--- src/rtl/conv_window_sequencer_pkg.sv ---
// Shared types and defaults for the 4x4-tile convolution window sequencer.
// Pixel/tile/window shapes match the image buffer and convolution unit.
package conv_pkg;

  localparam int DEF_NUM_WIN = 4;
  localparam int DEF_SEL_W   = $clog2(DEF_NUM_WIN);
  localparam int DEF_TIMEOUT = 32;
  localparam int DEF_CNT_W   = 8;

  typedef logic [3:0] pixel_t;
  typedef pixel_t [3:0][3:0] tile_t;
  typedef pixel_t [2:0][2:0] win_t;

  typedef enum logic [2:0] {
    IDLE,
    LOAD,
    START,
    WAIT,
    NEXT,
    DONE,
    ERROR
  } seq_state_t;

endpackage

--- src/rtl/conv_window_sequencer_wait_timer.sv ---
// Clearable up-counter; expired is high while count sits at TIMEOUT-1.
// Holds at expiry so a late enable never wraps back to zero.
module wait_timer #(
  parameter int TIMEOUT = 32,
  parameter int W       = $clog2(TIMEOUT)
) (
  input  logic clk,
  input  logic n_rst,
  input  logic clr,
  input  logic en,
  output logic expired
);

  logic [W-1:0] count;

  assign expired = (count == W'(TIMEOUT - 1));

  always_ff @(posedge clk or negedge n_rst) begin
    if (!n_rst) begin
      count <= '0;
    end else if (clr) begin
      count <= '0;
    end else if (en && !expired) begin
      count <= count + W'(1);
    end
  end

endmodule

--- src/rtl/conv_window_sequencer.sv ---
// Sequences tile load and four 3x3 window convolutions; tile_ready decoded, other outputs registered.
// Handshake to tile_done is 14 cycles with one-cycle calc; upstream is stalled outside IDLE.
module conv_window_sequencer
  import conv_pkg::*;
#(
  parameter int NUM_WIN = DEF_NUM_WIN,
  parameter int SEL_W   = DEF_SEL_W,
  parameter int TIMEOUT = DEF_TIMEOUT,
  parameter int CNT_W   = DEF_CNT_W
) (
  input  logic             clk,
  input  logic             n_rst,
  input  logic             tile_valid,
  output logic             tile_ready,
  output logic             load_enable,
  output logic             conv_start,
  input  logic             calc_done,
  output logic [SEL_W-1:0] window_sel,
  output logic             tile_done,
  output logic [CNT_W-1:0] tile_count,
  input  logic             abort,
  output logic             err,
  input  logic             clear_err
);

  seq_state_t       state;
  seq_state_t       next_state;
  logic             timer_expired;
  logic             last_win;
  logic             load_enable_d;
  logic             conv_start_d;
  logic             tile_done_d;
  logic             err_d;
  logic [SEL_W-1:0] window_sel_d;
  logic [CNT_W-1:0] tile_count_d;

  assign tile_ready = (state == IDLE);
  assign last_win   = (window_sel == SEL_W'(NUM_WIN - 1));

  wait_timer #(
    .TIMEOUT (TIMEOUT)
  ) u_wait_timer (
    .clk     (clk),
    .n_rst   (n_rst),
    .clr     (state != WAIT),
    .en      (state == WAIT),
    .expired (timer_expired)
  );

  always_ff @(posedge clk or negedge n_rst) begin
    if (!n_rst) begin
      state <= IDLE;
    end else begin
      state <= next_state;
    end
  end

  // abort wins over everything except the ERROR state, which only clear_err leaves
  always_comb begin
    next_state = state;
    if (abort && state != ERROR) begin
      next_state = IDLE;
    end else begin
      case (state)
        IDLE:    if (tile_valid) next_state = LOAD;
        LOAD:    next_state = START;
        START:   next_state = WAIT;
        WAIT: begin
          if (calc_done)          next_state = NEXT;
          else if (timer_expired) next_state = ERROR;
        end
        NEXT:    next_state = last_win ? DONE : START;
        DONE:    next_state = IDLE;
        ERROR:   if (clear_err) next_state = IDLE;
        default: next_state = IDLE;
      endcase
    end
  end

  // Pulses are registered from the upcoming state so they line up with it
  always_comb begin
    load_enable_d = (next_state == LOAD);
    conv_start_d  = (next_state == START);
    tile_done_d   = (next_state == DONE);
    window_sel_d  = window_sel;
    tile_count_d  = tile_count;
    err_d         = err;
    if (next_state == IDLE || next_state == LOAD) begin
      window_sel_d = '0;
    end else if (state == NEXT && next_state == START) begin
      window_sel_d = window_sel + SEL_W'(1);
    end
    if (state == DONE && !abort) begin
      tile_count_d = tile_count + CNT_W'(1);
    end
    if (state == WAIT && next_state == ERROR) begin
      err_d = 1'b1;
    end else if (state == ERROR && next_state == IDLE) begin
      err_d = 1'b0;
    end
  end

  always_ff @(posedge clk or negedge n_rst) begin
    if (!n_rst) begin
      load_enable <= 1'b0;
      conv_start  <= 1'b0;
      tile_done   <= 1'b0;
      window_sel  <= '0;
      tile_count  <= '0;
      err         <= 1'b0;
    end else begin
      load_enable <= load_enable_d;
      conv_start  <= conv_start_d;
      tile_done   <= tile_done_d;
      window_sel  <= window_sel_d;
      tile_count  <= tile_count_d;
      err         <= err_d;
    end
  end

endmodule
--- config.mk ---
export PLATFORM = sky130hd
export DESIGN_NAME = conv_window_sequencer
export DESIGN_NICKNAME = d
export VERILOG_FILES = /design/src/rtl/conv_window_sequencer_pkg.sv /design/src/rtl/conv_window_sequencer_wait_timer.sv /design/src/rtl/conv_window_sequencer.sv
export SDC_FILE = /design/constraint.sdc
export NUM_CORES = 1
export LEC_CHECK = 0
export CAP_MARGIN = 20
export CORE_MARGIN = 1.5
export CORE_UTILIZATION = 23
export CTS_CLUSTER_SIZE = 25
export DETAILED_ROUTE_END_ITERATION = 16
export SYNTH_ARGS = -nofsm -noshare
export SYNTH_HDL_FRONTEND = slang
export SYNTH_SLANG_ARGS = --single-unit
--- constraint.sdc ---
create_clock -name clk -period 3.2 [get_ports clk]
set_input_delay 0.64 -clock clk [delete_from_list [all_inputs] [get_ports clk]]
set_output_delay 0.64 -clock clk [all_outputs]
set_load 0.01 [all_outputs]
======== After elaboration in Yosys (flattened, before gate mapping) ========
Cells that the tools add are included.
operators by class
  multipliers ............................. 0
  mux-type cells .......................... 13
  equal/unequal tests ..................... 14
  bitwise gates (word level) .............. 0
  $add $sub $neg .......................... 3
  div/mod/pow operators ................... 0
  shift-type cells ........................ 0
  reduce and logical (&&, ||, !) cells .... 14
  order comparisons ....................... 0
operators by type and width
  kind                   count
  $mux W3                6
  $pmux W3 S6            1
  $eq A3 B3 Y1 const B   5
  $mux W5                2
  $eq A3 B2 Y1 const B   3
  $add A8 B1 Y8 const B  1
  $eq A3 B1 Y1 const B   2
  $logic_and A1 B1 Y1    6
  $logic_not A3 Y1       2
  $reduce_bool A2 Y1     3
  $add A5 B1 Y5 const B  1
  $eq A5 B5 Y1 const B   1
  $mux W2                2
  $ne A3 B2 Y1 const B   1
  $ne A3 B3 Y1 const B   1
  $add A2 B1 Y2 const B  1
  $eq A2 B2 Y1 const B   1
  $logic_not A1 Y1       2
  $mux W1                2
  $logic_or A1 B1 Y1     1
storage, ports and cells
  bits in registers ....................... 22
  logic and storage cells ................. 52
  memory bits (read-only) ................. 0
  memories ................................ 0
  bits in writable memories ............... 0
  bits in latches ......................... 0
  input port bits ......................... 6

======== Logic depth before layout (Yosys ltp) ========
Gate-level depths: netlist (run 1).
  depth in word-level cells ............... 9
  depth in mapped cells ................... 8

======== Hierarchy ========
Synthesis (run 1) repeated with hierarchy kept, for this count alone.
second synthesis, totals
  cell total of the unflattened synthesis .. 107
  area, all modules ....................... 1142.3 sq um
by module, submodules not included
  module                 area each (sq um)  times used  cells an instance  seq. area each (sq um)
  conv_window_sequencer  893.4              1           84                 425.4
  wait_timer             249.0              1           23                 125.1

======== Worst setup path before layout (run 1) ========
No wires, ideal clock.
  path kind ............................... reg-to-reg
  start ................................... register u_wait_timer.count[0]
  end ..................................... register load_enable
  arrival time ............................ 1.814 ns
  buffers on the path ..................... 1
  stages on the path, launching flop included .. 9
  setup slack ............................. 1.306 ns
  clock period less this slack ............ 1.894 ns
  cells stage by stage .................... dfrtp_1 > ha_1 > and3_1 > ha_1 > clkbuf_1 > o21ai_0 > a32oi_1 > or3_1 > nor3_2
between the ends
  longest elaborated chain between the ends .. 6
ends and longest elaborated chain
  what                    RTL line                                text
  start, declared         conv_window_sequencer_wait_timer.sv:14  logic [W-1:0] count;
  start signal, assigned  conv_window_sequencer_wait_timer.sv:24  count <= count + W'(1);
  $eq A5 B5 Y1            conv_window_sequencer_wait_timer.sv:16  assign expired = (count == W'(TIMEOUT - 1));
  $mux W3                 conv_window_sequencer.sv:70             else if (timer_expired) next_state = ERROR;
  $mux W3                 conv_window_sequencer.sv:69             if (calc_done) next_state = NEXT;
  $pmux W3 S6             conv_window_sequencer.sv:64             case (state)
  $mux W3                 conv_window_sequencer.sv:61             if (abort && state != ERROR) begin
  $eq A3 B1 Y1            conv_window_sequencer.sv:82             load_enable_d = (next_state == LOAD);
  net load_enable_d       conv_window_sequencer.sv:30             logic load_enable_d;
  end signal, assigned    conv_window_sequencer.sv:112            load_enable <= load_enable_d;
  end, declared           conv_window_sequencer.sv:15             output logic load_enable,
The timed path passes the listed nets, and every way through them passes these cells.
A chain may end at the register's enable or synchronous reset.

======== Final worst setup path (run 1) ========
  start ................................... register state[1]
  end ..................................... output port tile_ready
between the ends
  longest elaborated chain between the ends .. 1
ends and longest elaborated chain
  what                    RTL line                     text
  start, declared         conv_window_sequencer.sv:26  seq_state_t state;
  start signal, assigned  conv_window_sequencer.sv:54  state <= next_state;
  $logic_not A3 Y1        conv_window_sequencer.sv:37  assign tile_ready = (state == IDLE);
  end, declared           conv_window_sequencer.sv:14  output logic tile_ready,
No other way between the ends.

==> metrics, run 1 <==
Syn. warnings=0; Async SR Flop Fraction=between 90% and 100%; synthesis-stage register bit count=22; vias per cell=4.223; IO Pins=21; main area contributors after synthesis=dfrtp_1, nor2_1, xnor2_1; Area Growth Syn to Fin=28.87%; placed cells=180; Starting DRT DRC Count=16; final setup TNS=0 ns; Die Y=72.86 um; DR pass1 iterations=4; r2r setup slk=approximately 1.2 ns; total CTS buffers=3; final setup vio count=0; Slew Viols, Final=0; highest clock rate=0.4438 GHz; routed wl met2=between 1000 and 1500 um; outcome=finished clean; largest net degree at the start of global routing=23; routed vias=~800; Avg Inst Size Synth=around 12 um2; detailed placement HPWL=about 1600 um; Post-route DRC=0; Synth area leader=dfrtp_1; Hold EP=tile_count[7]$_DFFE_PN0P_; row count=25; antenna cells=0; CP Data Required Time=approximately 2.6 ns; Worst R2R Start=u_wait_timer.count[0]$_DFFE_PN0P_; Design Power=about 0.63 mW; critical path class=flop to output port; fin crit share=between 70 and 80%; Final Hold Viols=0; Critical Path AT=about 1.6 ns; antenna violations before repair=0; Worst setup SP type=flop; WL met3=a little under 80 um; core area=around 4700 um2; GRT overflow=0; final cell count without fillers=roughly 180; Net Count, Synth=107; post-CTS sizing=0; M1 WL=about 1000 um; post-synthesis cell area=about 1100 um2; Hold Buf Count CTS=0; library cells used by synthesis=38; Slew Limit Headroom=between 30% and 40%; H-tree Lvls=1; Top FF cell, synth=dfrtp_1; vias in the first global route=around 830; Max Cap Viol=0; Worst Setup End Kind=output port; drt total wl=about 2100 um; # fillers=a little under 500; Synth top area share=~50%; first-pass GRT wire length=3657 um; post-route core utilization=roughly 30%; Root Buffer Master=clkbuf_8; hold path cells=1; Post-synth EDFFs=0; Seq/Total Area, Yosys=49.05%; CP Cell Sequence=nor3_1, clkdlybuf4s50_1; GRT Util Overall=8.729%; Slew @ Worst Pin=just under 1 ns; CTS sink count=22; Die Wd=between 70 and 80 um; uppermost layer routed=met4; Initial Util=about a quarter; die area=about 5300 um2; post-layout min period=2.253 ns; clk_skew=~0.008 ns; slowest stage cell, crit path=clkdlybuf4s50_1; Crit path buffers/inverters=1; power per cell area=between 400 and 500 nW/um2; worst reg2reg endpoint=load_enable$_DFF_PN0_; Mapped Cells=97; detailed-route wire length per cell=roughly 12 um; CTS max path bufs=2; CTS tree=built; P_leak=~0.64 nW; dpl ws=1.029 ns; Nets=around 130; hold_sp=tile_count[7]$_DFFE_PN0P_; min-delay worst type=flop to flop; RePlAce Congestion=about 0.79; worst stage delay on the critical path=approximately 0.58 ns; register clock-pin slew on the reported worst setup and hold paths=0.08 ns; CP top delay family=buffers and inverters; DRT antenna net count=0; share of cells above drive strength 1=between 10% and 20%; peak supply drop=between 150 and 200 uV; post-CTS setup repair buffer count=0; Clk Latency, worst-skew pair=around 0.26 ns; Final WS setup=0.9470 ns; Reg2Reg Depth=7; PortBufs=20; CP Max Fanout=10; unrepaired setup endpoints after global routing=no
[sequential cells by signal, summed over array words and instances, names as in the netlist]
name,count
load_enable,1
u_wait_timer.count,5
tile_count,8
window_sel,2
tile_done,1
conv_start,1
err,1
state,3
[cell families (layout without fill, tap and decap cells)]
group,after synthesis,in the layout,share of synthesized area (%)
buffers and inverters,6,26,3.455
multiplexers,5,5,4.682
AND/OR/NAND/NOR,38,38,21.41
adder cells (fa/ha/maj),4,4,4.459
AO/OA/AOI/OAI,11,11,8.360
XOR/XNOR,11,11,8.584
flip-flops,22,22,49.05
[stage by stage]
| step | area [um2] | hold slack [ns] |
|---|---|---|
| 3_5_place_dp | 1375 | 0.4822 |
| 3_3_place_gp | 1375 | 0.4769 |
| 5_1_grt | 1446 | 0.5014 |
| 4_1_cts | 1446 | 0.4963 |
| 6_report | 1446 | 0.4824 |
| 2_1_floorplan | 1122 | 0.3444 |
[Yosys cell counts, types with 2 or more instances]
master and number:
a32oi_1 2, ha_1 4, mux2i_1 3, and3_1 3, inv_1 2, dfrtp_1 22
o21ai_0 2, or2b_1 2, nand2_1 2, nand3_1 2, xor2_1 5, buf_6 2
nand3b_1 2, nor2_1 15, xnor2_1 6
[layout by cell type (no fill, tap or decap), drive strengths merged]
master,synthesis,layout
o31ai,1,1
and4,1,1
o21ai,3,3
and2,1,1
or3,1,1
nand3,2,2
mux2i,3,3
xnor2,6,6
and3,3,3
nor2,15,15
a22o,1,1
a2bb2oi,1,1
bufinv,0,1
inv,2,2
a32oi,2,2
nor4b,1,1
a211oi,1,1
a22oi,1,1
nand4,1,1
dfrtp,22,22
clkdlybuf4s50,0,20
a21oi,1,1
nand4b,1,1
clkbuf,1,3
and4bb,1,1
nand3b,2,2
nand2b,1,1
ha,4,4
or2b,2,2
mux2,2,2
xor2,5,5
nor3,2,2
nor2b,1,1
nand2,3,3
[metal layers]
layer,global-route usage [%],vias up
met5,0,-
met4,3.354,0
met3,1.796,4
met2,14.68,15
met1,10.99,382
li1,-,376
[power breakdown]
part | leakage, nW | internal, mW | switching, mW
sequential | 0.299 | 0.286 | 0.0132
combinational | 0.303 | 0.0363 | 0.0339
clock | 0.0357 | 0.167 | 0.0913
total | 0.638 | 0.490 | 0.138
[worst max-delay path by stage]
stage | slack [ns] | to | startpoint | cells past startpoint
floorplan | 1.31 | load_enable$_DFF_PN0_ | u_wait_timer.count[0]$_DFFE_PN0P_ | 8
finish | 0.95 | tile_ready | state[1]$_DFF_PN0_ | 2
CTS | 0.92 | tile_ready | state[1]$_DFF_PN0_ | 2
global placement | 1.07 | tile_count[5]$_DFFE_PN0P_ | abort | 5
detailed placement | 1.03 | tile_count[5]$_DFFE_PN0P_ | abort | 5
global route | 0.86 | tile_ready | state[1]$_DFF_PN0_ | 2
[layout make-up]
cell class | instances | area [um2] | area share, %
Clock buffer | 3 | 41.29 | 2.855
Inverter | 2 | 7.507 | 0.5190
Sequential cell | 22 | 550.5 | 38.06
Multi-Input combinational cell | 69 | 533.0 | 36.85
Tap cell | 67 | 83.83 | 5.796
Timing Repair Buffer | 20 | 200.2 | 13.84
Clock inverter | 1 | 30.03 | 2.076
Power figures use the tool's default switching activity.
==> run 2: changes to the inputs <==
==> constraint.sdc (replaced) <==
create_clock -name clk -period 2.2 [get_ports clk]
set_input_delay 0.44 -clock clk [delete_from_list [all_inputs] [get_ports clk]]
set_output_delay 0.44 -clock clk [all_outputs]
set_load 0.01 [all_outputs]
==> metrics, run 2 (synthesis results as in run 1) <==
outcome=finished clean; Slew Viols, Final=0 (unchanged); PortBufs=20 (unchanged); total CTS buffers=3 (unchanged); GRT Util Overall=8.964% (+0.24 points); detailed-route wire length per cell=11.82 um (+1.8%); post-CTS sizing=0 (unchanged); Clk Latency, worst-skew pair=0.27 ns (about the same); die area=5308 um2 (unchanged); Post-route DRC=0 (unchanged); Reg area=550.5 um2 (unchanged); Hold EP=tile_count[7]$_DFFE_PN0P_; antenna cells=0 (unchanged); Final Hold Viols=0 (unchanged); GRT overflow=0 (unchanged); Worst Setup End Kind=output port; highest clock rate=roughly 0.49 GHz; CTS tree=built; critical path class=flop to output port; DR pass1 iterations=4 (unchanged); share of cells above drive strength 1=12.61% (+1.5 points); Area Growth Syn to Fin=30.21%; hold path cells=1 (unchanged); vias in the first global route=784 (-5.0%); Slew Limit Headroom=72.87% (+39 points); Worst R2R Start=u_wait_timer.count[0]$_DFFE_PN0P_; clk_skew=0.004132 ns (-0.004045 ns); CP Cell Sequence=nor3_1, clkdlybuf4s50_1; Die Wd=72.86 um (unchanged); drt total wl=2199 um (+2.9%); peak supply drop=343.2 uV (+110%); vias per cell=4.263 (+0.96%); first-pass GRT wire length=3684 um (+0.74%); min-delay worst type=flop to flop; unrepaired setup endpoints after global routing=no; CP top delay family=buffers and inverters; Crit path buffers/inverters=1 (unchanged); post-layout min period=2.041 ns; H-tree Lvls=1 (unchanged); slowest stage cell, crit path=clkdlybuf4s50_1; Hold Buf Count CTS=0 (unchanged); r2r setup slk=0.21 ns (-0.97 ns); Initial Util=23.76% (unchanged); DRT antenna net count=0 (unchanged); CP Max Fanout=12 (+2); largest registers=tile_count x8, u_wait_timer.count x5, state x3; Critical Path AT=1.60 ns (about the same); worst reg2reg endpoint=load_enable$_DFF_PN0_; Starting DRT DRC Count=25 (+9); max reg flops=8 (unchanged); Root Buffer Master=clkbuf_8; largest net degree at the start of global routing=23 (unchanged); row count=25 (unchanged); RePlAce Congestion=0.7831 (-0.72%); most frequent cells in the layout=dfrtp_1, clkdlybuf4s50_1, nor2_1, xnor2_1, xor2_1; antenna violations before repair=0 (unchanged); P_leak=0.6480 nW (+1.6%); hold_sp=tile_count[7]$_DFFE_PN0P_; Die Y=72.86 um (unchanged); CP Data Required Time=1.76 ns (-0.80 ns); dpl ws=0.2028 ns (-0.8262 ns); worst stage delay on the critical path=0.58 ns (about the same); Design Power=0.9282 mW (+48%); Reg2Reg Depth=7 (unchanged); final setup TNS=0 ns (unchanged); Nets=130 (+1.6%); # fillers=491 (-0.81%); register clock-pin slew on the reported worst setup and hold paths=0.09 ns (about the same); Worst setup SP type=flop; power per cell area=635.1 nW/um2 (+46%); detailed placement HPWL=1669 um (+2.4%); routed vias=793 (+2.1%); core area=4723 um2 (unchanged); Max Cap Viol=0 (unchanged); Most flops, register=tile_count; IO Pins=21 (unchanged); Final WS setup=0.1595 ns (-0.7875 ns); most common cell after layout, fill and taps aside=dfrtp_1; final setup vio count=0 (unchanged); Multi-input gate area=533.0 um2 (unchanged); CTS sink count=22 (unchanged); CTS max path bufs=2 (unchanged); fin crit share=roughly 90%; post-CTS setup repair buffer count=0 (unchanged); Slew @ Worst Pin=0.4070 ns (-0.5836 ns)
-- run 2: per-stage QoR --
| step | hold slack (ns) | util (%) | area (um2) | instances |
|---|---|---|---|---|
| floorplan | 0.1444 | - | 1122 | 97 |
| finish | 0.4837 | 30.94 | 1461 | 186 |
| global placement | 0.4657 | 29.43 | 1390 | 182 |
| CTS | 0.4866 | 30.94 | 1461 | 186 |
| global route | 0.5302 | 30.94 | 1461 | 186 |
| detailed placement | 0.4751 | 29.43 | 1390 | 182 |
-- run 2: cell type report --
| class | count | area share, % |
|---|---|---|
| clock buffers | 3 | 2.825 |
| clock inverters | 1 | 2.055 |
| inverters | 2 | 0.5137 |
| multi-input cells | 69 | 36.47 |
| flip-flops and latches | 22 | 37.67 |
| well taps | 67 | 5.736 |
| repair buffers | 22 | 14.73 |
-- run 2: how the worst max path moves through the flow --
stage	cells past startpoint	slack, ns	to	start
after floorplan	8	0.31	load_enable$_DFF_PN0_	u_wait_timer.count[0]$_DFFE_PN0P_
after global placement	5	0.25	tile_count[7]$_DFFE_PN0P_	abort
after detailed placement	5	0.20	tile_count[5]$_DFFE_PN0P_	abort
after CTS	2	0.15	tile_ready	state[2]$_DFF_PN0_
after global routing	2	0.07	tile_ready	state[0]$_DFF_PN0_
final	2	0.16	tile_ready	state[2]$_DFF_PN0_
-- run 2: power by group --
group	leakage [nW]	internal [mW]	switching [mW]	total, mW
clock network	0.0357	0.243	0.142	0.385
logic	0.313	0.0570	0.0560	0.113
registers	0.299	0.416	0.0138	0.430
total	0.648	0.717	0.211	0.928
-- run 2: metal layers --
layer	global-route usage, %	up-vias	part of all wire, %
li1	-	380	-
met3	1.796	7	2.7
met4	3.774	0	2.5
met2	14.88	20	48
met1	11.34	386	47
met5	0	-	0
